[src/rtl/mem_arb_pkg.sv]
// Shared types and constants for the fetch/data unified-memory arbiter.
package mem_arb_pkg;

   typedef enum logic [1:0] {IDLE, BUSY_I, BUSY_D, RESP} arb_state_t;

   typedef enum logic {GNT_IF, GNT_D} grant_t;

   localparam logic [31:0] ERR_RDATA = 32'hDEAD_BEEF;

endpackage

[src/rtl/arb_starve_ctr.sv]
// Saturating count of data grants that bypassed a pending fetch.
module arb_starve_ctr #(
   parameter int unsigned STARVE_LIMIT = 4
) (
   input  logic clk,
   input  logic rst,
   input  logic inc,
   input  logic clr,
   output logic limit_c
);

   localparam int unsigned CW = $clog2(STARVE_LIMIT + 1);

   logic [CW-1:0] cnt;

   // clear wins over increment; increment stops at the limit
   always_ff @(posedge clk or posedge rst) begin
      if (rst) begin
         cnt <= '0;
      end else if (clr) begin
         cnt <= '0;
      end else if (inc && (cnt != CW'(STARVE_LIMIT))) begin
         cnt <= cnt + CW'(1);
      end
   end

   assign limit_c = (cnt == CW'(STARVE_LIMIT));

endmodule

[src/rtl/mem_arbiter.sv]
// Fetch/data arbiter for one single-ported memory with req/ack handshake.
// Optional bus watchdog enabled by defining MEM_ARB_TIMEOUT_EN.
module mem_arbiter
   import mem_arb_pkg::*;
#(
   parameter int unsigned DATA_WIDTH     = 32,
   parameter int unsigned ADDR_WIDTH     = 32,
   parameter int unsigned STARVE_LIMIT   = 4,
   parameter int unsigned TIMEOUT_CYCLES = 255
) (
   input  logic                    clk,
   input  logic                    rst,
   input  logic                    if_req,
   input  logic [ADDR_WIDTH-1:0]   if_addr,
   output logic [DATA_WIDTH-1:0]   if_rdata,
   output logic                    if_done,
   input  logic                    d_req,
   input  logic                    d_we,
   input  logic [ADDR_WIDTH-1:0]   d_addr,
   input  logic [DATA_WIDTH-1:0]   d_wdata,
   input  logic [DATA_WIDTH/8-1:0] d_wstrb,
   output logic [DATA_WIDTH-1:0]   d_rdata,
   output logic                    d_done,
   output logic                    mem_req,
   output logic                    mem_we,
   output logic [ADDR_WIDTH-1:0]   mem_addr,
   output logic [DATA_WIDTH-1:0]   mem_wdata,
   output logic [DATA_WIDTH/8-1:0] mem_wstrb,
   input  logic                    mem_ack,
   input  logic [DATA_WIDTH-1:0]   mem_rdata,
   output logic                    bus_err
);

   if (STARVE_LIMIT == 0 || TIMEOUT_CYCLES == 0) begin : g_bad_cfg
      $error("mem_arbiter: STARVE_LIMIT and TIMEOUT_CYCLES must be >= 1");
   end

   arb_state_t state;
   grant_t     gnt;
   logic       take;
   logic       starve_limit;

`ifdef MEM_ARB_TIMEOUT_EN
   localparam int unsigned WD_W = $clog2(TIMEOUT_CYCLES + 1);
   logic [WD_W-1:0] wdog;
`endif

   // data wins unless fetch has been bypassed STARVE_LIMIT times in a row
   assign gnt  = (d_req && !(if_req && starve_limit)) ? GNT_D : GNT_IF;
   assign take = (state == IDLE) && (d_req || if_req);

   arb_starve_ctr #(.STARVE_LIMIT(STARVE_LIMIT)) u_starve (
      .clk     (clk),
      .rst     (rst),
      .inc     (take && (gnt == GNT_D) && if_req),
      .clr     (take && (gnt == GNT_IF)),
      .limit_c (starve_limit)
   );

   always_ff @(posedge clk or posedge rst) begin
      if (rst) begin
         state     <= IDLE;
         mem_req   <= 1'b0;
         mem_we    <= 1'b0;
         mem_addr  <= '0;
         mem_wdata <= '0;
         mem_wstrb <= '0;
         if_rdata  <= '0;
         d_rdata   <= '0;
         if_done   <= 1'b0;
         d_done    <= 1'b0;
         bus_err   <= 1'b0;
`ifdef MEM_ARB_TIMEOUT_EN
         wdog      <= '0;
`endif
      end else begin
         case (state)
            IDLE: begin
               if (take) begin
                  mem_req <= 1'b1;
`ifdef MEM_ARB_TIMEOUT_EN
                  wdog    <= '0;
`endif
                  if (gnt == GNT_D) begin
                     mem_addr  <= d_addr;
                     mem_we    <= d_we;
                     mem_wdata <= d_wdata;
                     mem_wstrb <= d_we ? d_wstrb : '0;
                     state     <= BUSY_D;
                  end else begin
                     mem_addr  <= if_addr;
                     mem_we    <= 1'b0;
                     mem_wdata <= '0;
                     mem_wstrb <= '0;
                     state     <= BUSY_I;
                  end
               end
            end
            BUSY_I, BUSY_D: begin
               if (mem_ack) begin
                  mem_req <= 1'b0;
                  mem_we  <= 1'b0;
                  state   <= RESP;
                  if (state == BUSY_I) begin
                     if_rdata <= mem_rdata;
                     if_done  <= 1'b1;
                  end else begin
                     if (!mem_we) d_rdata <= mem_rdata;
                     d_done <= 1'b1;
                  end
               end
`ifdef MEM_ARB_TIMEOUT_EN
               // abort after TIMEOUT_CYCLES busy cycles with no ack
               else if (wdog == WD_W'(TIMEOUT_CYCLES - 1)) begin
                  mem_req <= 1'b0;
                  mem_we  <= 1'b0;
                  bus_err <= 1'b1;
                  state   <= RESP;
                  if (state == BUSY_I) begin
                     if_rdata <= DATA_WIDTH'(ERR_RDATA);
                     if_done  <= 1'b1;
                  end else begin
                     if (!mem_we) d_rdata <= DATA_WIDTH'(ERR_RDATA);
                     d_done <= 1'b1;
                  end
               end else begin
                  wdog <= wdog + WD_W'(1);
               end
`endif
            end
            RESP: begin
               if_done <= 1'b0;
               d_done  <= 1'b0;
               bus_err <= 1'b0;
               state   <= IDLE;
            end
            default: state <= IDLE;
         endcase
      end
   end

endmodule

[config.mk]
export PLATFORM = sky130hd
export DESIGN_NAME = mem_arbiter
export DESIGN_NICKNAME = d
export VERILOG_FILES = /design/src/rtl/mem_arb_pkg.sv /design/src/rtl/arb_starve_ctr.sv /design/src/rtl/mem_arbiter.sv
export SDC_FILE = /design/constraint.sdc
export NUM_CORES = 1
export LEC_CHECK = 0
export CORE_MARGIN = 10
export CORE_UTILIZATION = 41
export DETAILED_ROUTE_END_ITERATION = 8
export DONT_BUFFER_PORTS = 1
export PLACE_DENSITY = 0.61
export SYNTH_ARGS = -nofsm -noshare
export SYNTH_HDL_FRONTEND = slang
export SYNTH_SLANG_ARGS = --single-unit
[constraint.sdc]
create_clock -name clk -period 5.1 [get_ports clk]
set_input_delay 1.275 -clock clk [delete_from_list [all_inputs] [get_ports clk]]
set_output_delay 1.275 -clock clk [all_outputs]
set_load 0.05 [all_outputs]
### Word-level counts from Yosys, hierarchy flattened

Cells that the tools add are included.

| operators by class | value |
|---|---|
| $add $sub $neg | 1 |
| multipliers | 0 |
| divide/modulo/power cells | 0 |
| order comparisons | 0 |
| equality and inequality tests | 9 |
| shifts and indexed selects | 0 |
| multiplexer cells | 23 |
| bitwise logic cells | 3 |
| reductions and logical operators | 21 |

Operators by type and width:

| cell | number |
|---|---|
| $mux W32 | 2 |
| $reduce_and A3 Y1 | 4 |
| $mux W1 | 9 |
| $mux W4 | 2 |
| $ne A2 B2 Y1 const B | 4 |
| $pmux W1 S2 | 4 |
| $logic_and A1 B1 Y1 | 7 |
| $mux W2 | 3 |
| $mux W3 | 2 |
| $pmux W2 S3 | 1 |
| $reduce_bool A2 Y1 | 3 |
| $eq A2 B2 Y1 const B | 2 |
| $reduce_and A2 Y1 | 2 |
| $reduce_and A4 Y1 | 1 |
| $add A3 B1 Y3 const B | 1 |
| $eq A3 B3 Y1 const B | 1 |
| $ne A3 B3 Y1 const B | 1 |
| $not A1 Y1 | 3 |
| $eq A2 B1 Y1 const B | 1 |
| $logic_not A2 Y1 | 1 |
| $reduce_or A2 Y1 | 1 |
| $logic_not A1 Y1 | 1 |
| $logic_or A1 B1 Y1 | 1 |

| word-level totals | value |
|---|---|
| register bits | 141 |
| latch bits | 0 |
| bits in writable memories | 0 |
| bits in read-only memories | 0 |
| bits of input ports | 138 |
| memories | 0 |

### Logic depth before layout (Yosys ltp)

| logic depth | value |
|---|---|
| depth in word-level cells | 10 |
| mapped depth | 8 |

### Cells and area by module

Synthesis repeated with hierarchy kept, for this count alone.

| unflattened totals | value |
|---|---|
| cells, all modules | 385 |
| area, all modules | 5,656.7 um2 |

Modules (own cells, without submodules):

| module | instances | cells an instance | area an instance (um2) | seq. area each (um2) |
|---|---|---|---|---|
| mem_arbiter | 1 | 366 | 5,455.2 | 3,453.3 |
| arb_starve_ctr | 1 | 19 | 201.4 | 75.1 |

### Worst setup path after synthesis

No wires, ideal clock.

| path | value |
|---|---|
| kind | input port to flip-flop |
| start point | in d_req |
| end point | reg mem_wdata[10] |
| arrival time | 2.222 ns |
| required time | 5.033 ns |
| slack | 2.811 ns |
| cell stages on the path | 5 |
| buffers on the path | 3 |
| cell sequence | buf_2 -> o21ai_0 -> buf_4 -> buf_4 -> a22o_1 |

| on the way | value |
|---|---|
| word-level cells in the longest chain between the ends | 3 |
| elaborated cells on any way between the ends | 6 |
| classes of those cells | 2 x mux; 4 x reduce/logical |

Ends and longest elaborated chain:

| what | line | source |
|---|---|---|
| start, declared | mem_arbiter.sv:17 | `input logic d_req,` |
| $logic_and A1 B1 Y1 or $logic_or A1 B1 Y1 (tied branches) | mem_arbiter.sv:49, mem_arbiter.sv:50 |  |
| $mux W1 or $logic_and A1 B1 Y1 (tied branches) | mem_arbiter.sv:49, mem_arbiter.sv:50 |  |
| $mux W32 or $reduce_and A2 Y1 (tied branches) | n/a |  |
| end signal, assigned | mem_arbiter.sv:87 | `mem_wdata <= d_wdata;` |
| end, declared | mem_arbiter.sv:27 | `output logic [DATA_WIDTH-1:0] mem_wdata,` |

Several ways; a longest one is shown, not always the timed one.
A chain may end at the register's enable or synchronous reset.

### Final worst setup path

| path | value |
|---|---|
| start point | reg if_done |
| end point | out if_done |

RTL lines:

| what | line | source |
|---|---|---|
| start, declared | mem_arbiter.sv:16 | `output logic if_done,` |
| start signal, assigned | mem_arbiter.sv:70 | `if_done <= 1'b0;` |
| start signal, assigned | mem_arbiter.sv:106 | `if_done <= 1'b1;` |
| start signal, assigned | mem_arbiter.sv:132 | `if_done <= 1'b0;` |

No word-level cell between the ends.

==> reports/metrics.sh <==
DIE_AREA_MM2=0.0188
ANTENNA_VIOLATING_NETS_POST_ROUTE=0
DIEWIDTH_UM=137
TIMING_WORST_SLEW_PIN_VALUE_PS=1230
ROUTE.DETAILED.VIAS_PER_INST=5.67
POST-SYNTH-TOP-AREA-CELL='sky130_fd_sc_hd__dfrtp_1'
PERIOD_MINUS_SLACK_PS=2410
GLOBAL_ROUTE_MET3_USAGE=0.106
FRACTION_OF_LAYOUT_CELLS_WITH_A_SIZE_SUFFIX_ABOVE_1=0.264
TIMING.CRITICAL_PATH.ARRIVAL_PS=1130
GLOBALROUTEMET1UTIL=0.155
FINALHOLDVIOLCOUNT=0
DIE_HEIGHT_UM=137
LAUNCHING_ELEMENT_TYPE_OF_THE_CRITICAL_PATH='register'
MAXSLEWVIOLCOUNT=0
CTS_SINKS=141
DRT-WIRELENGTH-PER-CELL_UM=25.3
FINAL_SETUP_FAILS=0
POST-CTS-SETUP-BUFFER-COUNT=0
SYNTH_NETS=530
SEQ_AREA_FRAC_SYNTH=0.627
GR-USAGE-MET2=0.236
CLOCK.FMAX_MHz=416
FINALNETCOUNT=528
CTS.HTREE.LEVELS=4
SKEW_PS=6.48
SYN_INST=386
N_FILL_CELL=1148
MAX_CAP_VIOL=0
RSZ0062_AT_GRT='no'
SYNTHESIS.YOSYS.WARNINGS=0
LAYOUT-AREA-OVERHEAD-VS-SYNTH_PCT=13.9
SYNTH_CELL_TYPES=31
CTSLONGESTPATHBUFFERS=2
STATUS='finished clean'
LAYOUT_WORST_PATH_CYCLE_SHARE=0.472
GR-TOTAL-OVERFLOW=0
SYNTH_AREA_LEADERS='sky130_fd_sc_hd__dfrtp_1, sky130_fd_sc_hd__mux2_2, sky130_fd_sc_hd__a221o_1'
PLACE.PORT_BUFFERS=0
ANTENNA-DIODE-COUNT=0
TIMING.MAX_SLEW.REL_SLACK=0.182
START_UTIL=0.421
SYNTHMOSTINSTANTIATEDCELL='sky130_fd_sc_hd__dfrtp_1'
SYNTHARSTFLOPSHARE=1.00
FLOORPLAN.ROWS=42
DRT_FIRST_PASS_ITERS=4
SYN-CELL-AREA_MM2=0.00562
CLK_PIN_SLEW_PS=60
GRTUSAGETOTAL=0.150
WORSTSETUPPATHTYPE='reg2out'
FIRST_PASS_GRT_WIRE_LENGTH_UM=21500
TIMING.CRITICAL_PATH.REQUIRED_PS=3830
NUM_IO_PINS=275
CTS_RESIZED=0
CTS_INSERTED_BUFFERS=17
WIRELENGTH_UM=14500
DRT_FIRST_ITER_VIOLATIONS=107
FINAL.SETUP.TNS_PS=0
PLACE.GP.CONGESTION=0.800
LATER_PIN_CLOCK_LATENCY_IN_THE_SKEW_REPORT_PS=410
SETUP.WORST_PATH.END_CLASS='output port'
DETAILED_PLACE_HPWL_UM=10900
GLOBAL_ROUTE.PEAK_USAGE_LAYER='met2'
YOSYS_REGISTER_BITS=141
NUMBER_OF_ANTENNA_VIOLATIONS_AT_THE_FIRST_CHECK_IN_GLOBAL_ROUTING=0
WORST_HOLD_PATH_CLASS='reg2reg'
SYNTH_FLOP_CELL='sky130_fd_sc_hd__dfrtp_1'
ROUTE.DETAILED.DRC=0
CTS.ROOT.BUFFER_CELL='sky130_fd_sc_hd__clkbuf_16'
YOSYSTOPAREACELLSHARE=0.627
CTS_TREE='done'
SYNTH-EDFF-COUNT=0
POST_CTS_HOLD_BUFFER_COUNT=0
FIRST_GLOBAL_VIAS=3581
MAXIMUM_NUMBER_OF_PINS_ON_ONE_NET_BEFORE_GLOBAL_ROUTE_REPAIR=113
CP_MAX_FO=3
VIA_COUNT=3247
SYNTH.TOP_CELLS.BY_COUNT='sky130_fd_sc_hd__dfrtp_1, sky130_fd_sc_hd__mux2_2, sky130_fd_sc_hd__a221o_1, sky130_fd_sc_hd__a22o_1, sky130_fd_sc_hd__and2_1'
POST_SYNTH.CELL_AREA_AVG_UM2=14.6
CORE_REGION_AREA_MM2=0.0133
[placed cells by master, fill, tap and decap left out, drive strengths merged]
| cell type | n |
|---|---|
| nor3 | 1 |
| bufinv | 6 |
| a2bb2oi | 1 |
| mux2 | 64 |
| clkinvlp | 3 |
| a22o | 32 |
| a21oi | 3 |
| a221o | 32 |
| or3 | 1 |
| nand2b | 2 |
| a32o | 5 |
| o311ai | 1 |
| nor2b | 1 |
| nand3 | 4 |
| clkinv | 3 |
| and3 | 1 |
| ha | 6 |
| nand4 | 1 |
| nor2 | 2 |
| conb | 1 |
| and2 | 32 |
| clkbuf | 18 |
| o2bb2ai | 3 |
| dfrtp | 141 |
| nand2 | 9 |
| buf | 5 |
| inv | 9 |
| nor3b | 2 |
| o21ai | 6 |
| mux2i | 2 |
[path summary, 6_finish.rpt]
path | startpoint | end | slack (ps) | depth (start not counted)
worst max-delay path | if_done | if_done | 2690 | 0
max in group asynchronous | rst | mem_addr[21] | 3210 | 2
min in group asynchronous | rst | if_rdata[14] | 940 | 1
worst min-delay path | u_starve.cnt[0] | u_starve.cnt[0] | 530 | 2
worst min register to register | u_starve.cnt[0] | u_starve.cnt[0] | 530 | 2
worst max register to register | state[1] | mem_addr[1] | 2780 | 4
[layout make-up]
cell class	instances	area, µm²	share of cell area
clock inverter	14	239	0.0373
tap	176	220	0.0344
clock buffer	18	439	0.0686
timing repair buffer	5	37.5	0.00586
inverter	7	31.3	0.00488
sequential	141	3530	0.551
multi-input combinational	212	1910	0.298
[worst min-delay path, stage by stage (launching register included)]
cell and delay [ps]:
sky130_fd_sc_hd__dfrtp_1 370, sky130_fd_sc_hd__nand2_1 60, sky130_fd_sc_hd__o21ai_0 60
[through the flow]
stage	instances	area [µm²]	hold slack (ps)	util	setup WS [ps]
3_3_place_gp	541	5730	502	0.429	2380
2_1_floorplan	386	5620	475	-	43.8
3_5_place_dp	541	5730	519	0.429	2310
5_1_grt	573	6410	567	0.480	2590
6_report	573	6410	527	0.480	2690
4_1_cts	573	6410	531	0.480	2660
[registers in the layout (all words and copies together), names as in the netlist]
signal        cells
mem_wstrb         4
mem_wdata        32
mem_we            1
u_starve.cnt      3
if_done           1
d_rdata          32
if_rdata         32
mem_addr         32
state             2
d_done            1
mem_req           1
[routing by layer]
layer | vias to the layer above | share of wire
met5 | - | 0
met4 | 0 | 0.012
met3 | 12 | 0.17
met2 | 198 | 0.48
met1 | 1611 | 0.34
li1 | 1426 | -
[logic make-up after synthesis]
kind of cell | share of synthesized area
other | 0.000667
AOI/OAI and AO/OA | 0.131
adders and majority gates | 0.0133
DFF | 0.627
and+or+nand+nor | 0.0585
muxes | 0.132
buffers and inverters | 0.0369
Power is not shown: default switching activity piles up to over one toggle a cycle in this logic, so the estimate is an artifact.
